`src/rtl/approx_mult_err_sweep.sv`:
```
// Exhaustive error-characterisation harness for a combinational approximate WxW multiplier:
// sweeps every operand pair and accumulates count, max, sum and signed bias of the error.
//
// state | meaning
// IDLE  | waiting for start after reset
// SWEEP | presenting operand pairs, one per cycle; stage register filling
// DRAIN | last captured pair is being accumulated
// DONE  | results held, done high until the next start
module approx_mult_err_sweep #(
  parameter int W = 8
) (
  input  logic           clk,
  input  logic           rst_n,
  input  logic           start,
  output logic [W-1:0]   num1,
  output logic [W-1:0]   num2,
  input  logic [2*W-1:0] w,
  output logic           busy,
  output logic           done,
  output logic [2*W:0]   err_count,
  output logic [2*W-1:0] max_ed,
  output logic [W-1:0]   worst_a,
  output logic [W-1:0]   worst_b,
  output logic [4*W-1:0] sum_ed,
  output logic [4*W:0]   sum_err
);

  typedef enum logic [1:0] {
    S_IDLE  = 2'd0,
    S_SWEEP = 2'd1,
    S_DRAIN = 2'd2,
    S_DONE  = 2'd3
  } state_t;

  state_t         r_state;
  logic [2*W-1:0] r_cnt;
  logic [W-1:0]   r_stg_a;
  logic [W-1:0]   r_stg_b;
  logic [2*W-1:0] r_stg_p;
  logic           r_stg_v;
  logic           r_busy;
  logic           r_done;
  logic [2*W:0]   r_err_count;
  logic [2*W-1:0] r_max_ed;
  logic [W-1:0]   r_worst_a;
  logic [W-1:0]   r_worst_b;
  logic [4*W-1:0] r_sum_ed;
  logic [4*W:0]   r_sum_err;

  logic [2*W-1:0] w_exact;
  logic [2*W:0]   w_e;
  logic [2*W:0]   w_e_neg;
  logic [2*W-1:0] w_ed;
  logic [4*W:0]   w_e_ext;

  // Exact product and error are formed from the stage register, one cycle behind the operands.
  assign w_exact = {{W{1'b0}}, r_stg_a} * {{W{1'b0}}, r_stg_b};
  assign w_e     = {1'b0, r_stg_p} - {1'b0, w_exact};
  assign w_e_neg = -w_e;
  assign w_ed    = w_e[2*W] ? w_e_neg[2*W-1:0] : w_e[2*W-1:0];
  assign w_e_ext = {{(2*W){w_e[2*W]}}, w_e};

  always_ff @(posedge clk or negedge rst_n) begin
    if (!rst_n) begin
      r_state     <= S_IDLE;
      r_cnt       <= '0;
      r_stg_a     <= '0;
      r_stg_b     <= '0;
      r_stg_p     <= '0;
      r_stg_v     <= 1'b0;
      r_busy      <= 1'b0;
      r_done      <= 1'b0;
      r_err_count <= '0;
      r_max_ed    <= '0;
      r_worst_a   <= '0;
      r_worst_b   <= '0;
      r_sum_ed    <= '0;
      r_sum_err   <= '0;
    end else begin
      // Strict compare keeps the earliest pair on ties.
      if (r_stg_v) begin
        r_err_count <= r_err_count + (2*W+1)'(w_e != '0);
        r_sum_ed    <= r_sum_ed + {{(2*W){1'b0}}, w_ed};
        r_sum_err   <= r_sum_err + w_e_ext;
        if (w_ed > r_max_ed) begin
          r_max_ed  <= w_ed;
          r_worst_a <= r_stg_a;
          r_worst_b <= r_stg_b;
        end
      end
      case (r_state)
        S_IDLE, S_DONE: begin
          if (start) begin
            r_cnt       <= '0;
            r_err_count <= '0;
            r_max_ed    <= '0;
            r_worst_a   <= '0;
            r_worst_b   <= '0;
            r_sum_ed    <= '0;
            r_sum_err   <= '0;
            r_busy      <= 1'b1;
            r_done      <= 1'b0;
            r_state     <= S_SWEEP;
          end
        end
        S_SWEEP: begin
          r_stg_a <= r_cnt[2*W-1:W];
          r_stg_b <= r_cnt[W-1:0];
          r_stg_p <= w;
          r_stg_v <= 1'b1;
          r_cnt   <= r_cnt + 1'b1;
          if (&r_cnt) r_state <= S_DRAIN;
        end
        S_DRAIN: begin
          r_stg_v <= 1'b0;
          r_busy  <= 1'b0;
          r_done  <= 1'b1;
          r_state <= S_DONE;
        end
        default: r_state <= S_IDLE;
      endcase
    end
  end

  assign num1      = r_cnt[2*W-1:W];
  assign num2      = r_cnt[W-1:0];
  assign busy      = r_busy;
  assign done      = r_done;
  assign err_count = r_err_count;
  assign max_ed    = r_max_ed;
  assign worst_a   = r_worst_a;
  assign worst_b   = r_worst_b;
  assign sum_ed    = r_sum_ed;
  assign sum_err   = r_sum_err;

endmodule

```
`config.mk`:
```
export PLATFORM = sky130hd
export DESIGN_NAME = approx_mult_err_sweep
export DESIGN_NICKNAME = d
export VERILOG_FILES = /design/src/rtl/approx_mult_err_sweep.sv
export SDC_FILE = /design/constraint.sdc
export NUM_CORES = 1
export LEC_CHECK = 0
export BUFFER_PORTS_ARGS = -buffer_cell sky130_fd_sc_hd__buf_2
export CORE_UTILIZATION = 40
export DETAILED_ROUTE_END_ITERATION = 6
export PLACE_DENSITY_LB_ADDON = 0.25
export SLEW_MARGIN = 5
export SYNTH_ARGS = -nofsm -noshare
export SYNTH_HDL_FRONTEND = slang
export SYNTH_SLANG_ARGS = --single-unit
```
`constraint.sdc`:
```
create_clock -name clk -period 9.4 [get_ports clk]
set_input_delay 0.94 -clock clk [delete_from_list [all_inputs] [get_ports clk]]
set_output_delay 0.94 -clock clk [all_outputs]
set_load 0.02 [all_outputs]
```
Word-level counts from Yosys, hierarchy flattened
Index checks and enable logic that the tools add are counted.
{"block": "classes", "shift": 0, "muxes": 32, "eq_ne": 5, "n_reduce_logical": 10, "add_sub_neg": 6, "multipliers": 1, "div": 0, "bitwise_logic": 0, "magnitude_cmp": 1}
{"cell": "$mux 33", "count": 3}
{"cell": "$mux 16", "count": 6}
{"cell": "$mux 32", "count": 3}
{"cell": "$mux 8", "count": 8}
{"cell": "$mux 17", "count": 3}
{"cell": "$add 33x33->33", "count": 1}
{"cell": "$add 32x16->32", "count": 1}
{"cell": "$pmux 16 s2", "count": 1}
{"cell": "$add 17x1->17", "count": 1}
{"cell": "$reduce_bool 17->1", "count": 1}
{"cell": "$sub 16x16->17", "count": 1}
{"cell": "$add 16x1->16 const B", "count": 1}
{"cell": "$gt 16x16->1", "count": 1}
{"cell": "$mul 8x8->16", "count": 1}
{"cell": "$neg 16->16", "count": 1}
{"cell": "$reduce_and 16->1", "count": 1}
{"cell": "$pmux 1 s2", "count": 3}
{"cell": "$pmux 2 s3", "count": 1}
{"cell": "$reduce_and 2->1", "count": 3}
{"cell": "$reduce_bool 2->1", "count": 3}
{"cell": "$eq 2x2->1 const B", "count": 2}
{"cell": "$mux 2", "count": 2}
{"cell": "$ne 2x2->1 const B", "count": 2}
{"cell": "$eq 2x1->1 const B", "count": 1}
{"cell": "3 further kinds", "count": 4}
{"block": "totals", "mem_bits_rw": 0, "ff_bits": 167, "inputBits": 19, "latch_bits": 0, "out_inout_bits": 132, "mem_bits_ro": 0, "mem_count": 0, "wordCells": 69}

Depth between registers and ports, before layout
{"block": "depth", "word_depth": 9, "mapped_depth": 32, "ltp_nobuf": 28}

Least setup slack after synthesis
Ideal clock, no wire load.
{"block": "synth_path", "path_kind": "register to register", "start": "reg r_stg_b[1]", "end": "reg r_worst_a[1], in the netlist worst_a[1]", "synth_period_minus_slack_ns": 7.030, "path_stages_with_launch": 32, "required_ns": 9.268, "slack_ns": 2.370, "n_path_buf": 4, "setup_time_ns": 0.132, "t_arrival_ns": 6.898, "cell_sequence": "dfrtp_1 > clkbuf_1 > nand2_1 > fa_1 > inv_1 > fa_1 > fa_1 > fa_1 > inv_1 > ha_1 > o21a_1 > o21ai_0 > a22oi_2 > a311oi_1 > or3_1 > nand3_2 > buf_6 > nor2_1 > a21oi_1 > inv_1 > ha_1 > nor2b_1 > o21a_1 > o211ai_1 > nand3_1 > a21oi_1 > nor3_1 > o21a_1 > clkbuf_1 > clkbuf_1 > mux2i_1 > nor2_1"}
{"block": "synth_via", "elab_chain_len": 9}
{"element": "start: declaration", "line": "38", "text": "logic [W-1:0] r_stg_b;"}
{"element": "start signal: assignment", "line": "108", "text": "r_stg_b <= r_cnt[W-1:0];"}
{"element": "$mul 8x8->16 (*)", "line": "57", "text": "assign w_exact = {{W{1'b0}}, r_stg_a} * {{W{1'b0}}, r_stg_b};"}
{"element": "$sub 16x16->17 (*)", "line": "58", "text": "assign w_e = {1'b0, r_stg_p} - {1'b0, w_exact};"}
{"element": "$neg 16->16", "line": "59", "text": "assign w_e_neg = -w_e;"}
{"element": "$mux 16 (*)", "line": "60", "text": "assign w_ed = w_e[2*W] ? w_e_neg[2*W-1:0] : w_e[2*W-1:0];"}
{"element": "$gt 16x16->1 (*)", "line": "85", "text": "if (w_ed > r_max_ed) begin"}
{"element": "$mux 8 (*)", "line": "85"}
{"element": "$mux 8 (*)", "line": "81", "text": "if (r_stg_v) begin"}
{"element": "$mux 8", "line": "93", "text": "if (start) begin"}
{"element": "$mux 8 (*)", "line": "91", "text": "case (r_state)"}
{"element": "end signal: assignment", "line": "87", "text": "r_worst_a <= r_stg_a;"}
{"element": "end: declaration", "line": "45", "text": "logic [W-1:0] r_worst_a;"}
Every way passes the cells marked *; elsewhere a longest branch is shown, timed or not.
A chain may end at the register's enable or synchronous reset.

Worst setup path in the final report
{"block": "layout_path", "start": "reg r_stg_b[1]", "end": "reg r_sum_ed[23], in the netlist sum_ed[23]"}
{"block": "layout_via", "elab_chain_len": 8}
{"element": "$mul 8x8->16 (*)", "line": "57"}
{"element": "$sub 16x16->17 (*)", "line": "58"}
{"element": "$neg 16->16", "line": "59"}
{"element": "$mux 16 (*)", "line": "60"}
{"element": "$add 32x16->32 (*)", "line": "83", "text": "r_sum_ed <= r_sum_ed + {{(2*W){1'b0}}, w_ed};"}
{"element": "$mux 32 (*)", "line": "81"}
{"element": "$mux 32", "line": "93"}
{"element": "$mux 32 (*)", "line": "91"}
{"element": "end signal: assignment", "line": "83"}
{"element": "end: declaration", "line": "47", "text": "logic [4*W-1:0] r_sum_ed;"}
Marks and branches as above.

==> results.md <==
- Syn Std Cell Area: 13100 um^2
- Cts repair resizes: 0
- Synth cell count leaders: dfrtp_1 (167), nor2_1 (134), inv_1 (120)
- Slowest CP cell: a31oi_1
- Core Rows: 65
- Overall via count from detail_route: 10600
- Max Buffers Root-to-Sink: 2
- CP Capture Type: flop
- Hold Fails Final Rpt: 0
- Final period util: 83.1%
- Syn nets: 1626
- Leading post-synthesis cells by cell area: dfrtp_1 (32%), ha_1 (11%), fa_1 (8.1%)
- Die Area: 33400 um^2
- HP Class: flop to flop
- Grt total ovfl: 0
- Achievable Freq: 128 MHz
- Final WS setup: 1590 ps
- Status: completed
- Placer Congestion: 0.851
- Rel. slew slack: 26.6%
- Final Max Slew Viols: 0
- Placed Cells: 1968
- Crit path kind: flop to flop
- Initial drt markers: 508
- Max cap viols: 0
- RSZ-0062 raised after global routing: no
- Area grow syn2layout: 12.8%
- IO Count: 151
- Slew @ Worst Pin: 1100 ps
- H-tree Lvls: 4
- Worst path required time: 9680 ps
- # Post-CTS Setup Buffers: 0
- Clock slew at reported path FFs: 80 ps
- Vias in the first global route: 10600
- Dpl hpwl: 24700 um
- GR Layer Usage met2: 35.1%
- Vias per cell: 5.30
- Mapped Cells: 1438
- Syn avg cell area: 9.09 um^2
- Sinks on Clock Net: 167
- Skew-Pair Late Insertion Delay: 450 ps
- Final setup violation count: 0
- ANT nets after route: 0
- Initial DRT Pass Iterations: 4
- First-pass GRT wire length: 54300 um
- IO buf count: 150
- Hold path depth: 2
- CTS tree: done
- Met3 GRT Util: 3.51%
- Post-layout minimum cycle time: 7810 ps
- Largest area contributor in the netlist: dfrtp_1
- All-Layer GR Usage: 20.4%
- Most common cell in the synthesized netlist: dfrtp_1
- Sequential area share after synthesis: 32.0%
- Clock Skew: 18.3 ps
- Met1 Usage GRT: 26.2%
- Fillers: 3162
- Grt peak-use layer: met2
- Critical path peak fanout: 31
- Kind of start point of the critical path: flop
- Die Width: 183 um
- Clock Tree Root: clkbuf_16
- Num CTS Buffers: 17
- Core area: 31900 um^2
- Distinct cells, synth: 76
- R2R cell count: 28
- Starting Density: 41.0%
- Post-synth EDFFs: 0
- Crit path DAT: 8080 ps
- CP peak stage delay: 640 ps
- Initial antenna violation count: 0
- Yosys reg bits: 167
- Share of the synthesized area in the top cell type: 32.0%
- Ys flop type: dfrtp_1
- Pin count of the biggest net entering global routing: 94
- Hold Buf Count CTS: 0
- Setup TNS Final: 0 ps
- Die Ht: 183 um
- Ys async rst share: 100%
- Setup WS pre-CTS: 1630 ps
- DR DRC count: 0
- Net count, final: 1740
- Synth Warn #: 0
- Wire per inst: 16.4 um
- Routed WL: 32900 um
- Final Non-Filler Cells: 2000
- Antenna diodes: 0
- Fraction of layout cells with a size suffix above 1: 15.2%
[state kept, by name, summed over array words and instances (netlist names)]
signal,count
r_state,2
r_stg_v,1
max_ed,16
r_stg_b,8
err_count,17
worst_b,8
r_stg_a,8
r_stg_p,16
r_cnt,16
sum_err,33
worst_a,8
done,1
sum_ed,32
busy,1
[through the flow]
step,utilization [%],area [um^2],hold WS [ps]
6_report,46.2,14700,511
2_1_floorplan,-,13100,471
3_5_place_dp,44.5,14200,496
5_1_grt,46.2,14700,557
4_1_cts,46.2,14700,511
3_3_place_gp,44.5,14200,498
[final timing paths]
check                                        from                endpoint  slack, ps
min                        r_state[1]$_DFFE_PN0P_  r_state[1]$_DFFE_PN0P_        510
max in group asynchronous                   rst_n     r_stg_v$_DFFE_PN0P_       7280
max                        r_stg_b[1]$_DFFE_PN0P_    sum_ed[23]$_DFF_PN0_       1590
max reg2reg                r_stg_b[1]$_DFFE_PN0P_    sum_ed[23]$_DFF_PN0_       1590
min in group asynchronous                   rst_n   sum_err[22]$_DFF_PN0_        590
min reg2reg                r_state[1]$_DFFE_PN0P_  r_state[1]$_DFFE_PN0P_        510
[kinds of logic after synthesis]
family	synth area share, %
buf+inv	5.38
compound gates	14.5
mux	5.98
fa+ha+maj	19.2
xor+xnor	4.82
simple gates	18.1
flops	32.0
[metal layers]
layer  part of all wire [%]  vias up
met5                      0        -
met4                    1.6        0
met3                    3.9       38
met2                     49      200
met1                     46     5148
li1                       -     5216
[critical path: cells and delay by family, from the launching register on]
kind / cells / cell delay, ps
compound gates: 13 / 2930
fa+ha+maj: 6 / 2660
simple gates: 5 / 970
buf+inv: 4 / 560
flops: 1 / 510
[final cells by class]
class | instances | area [um^2] | area share, %
clock buffers | 24 | 482 | 3.27
clock inverters | 8 | 73.8 | 0.501
inverters | 121 | 454 | 3.08
multi-input cells | 1088 | 8190 | 55.6
flip-flops and latches | 167 | 4180 | 28.4
well taps | 435 | 544 | 3.69
repair buffers | 157 | 810 | 5.49
[cells in the final DEF (no fill, tap or decap), types with 9 or more instances in the layout]
master	count
a211oi_1	15
a21o_1	26
a21oi_1	87
and2_1	54
and3_1	11
buf_2	149
clkbuf_16	17
dfrtp_1	166
fa_1	53
ha_1	115
inv_1	120
mux2_2	25
mux2i_1	50
nand2_1	118
nand2b_1	9
nand3_1	37
nand4_1	19
nor2_1	134
nor3_1	32
o21a_1	11
o21ai_0	64
or3_1	24
xnor2_1	35
xor2_1	37
Power is left out: the tool's default activity adds up to more than one toggle a clock period on the data nets, which glitch-free logic cannot reach.
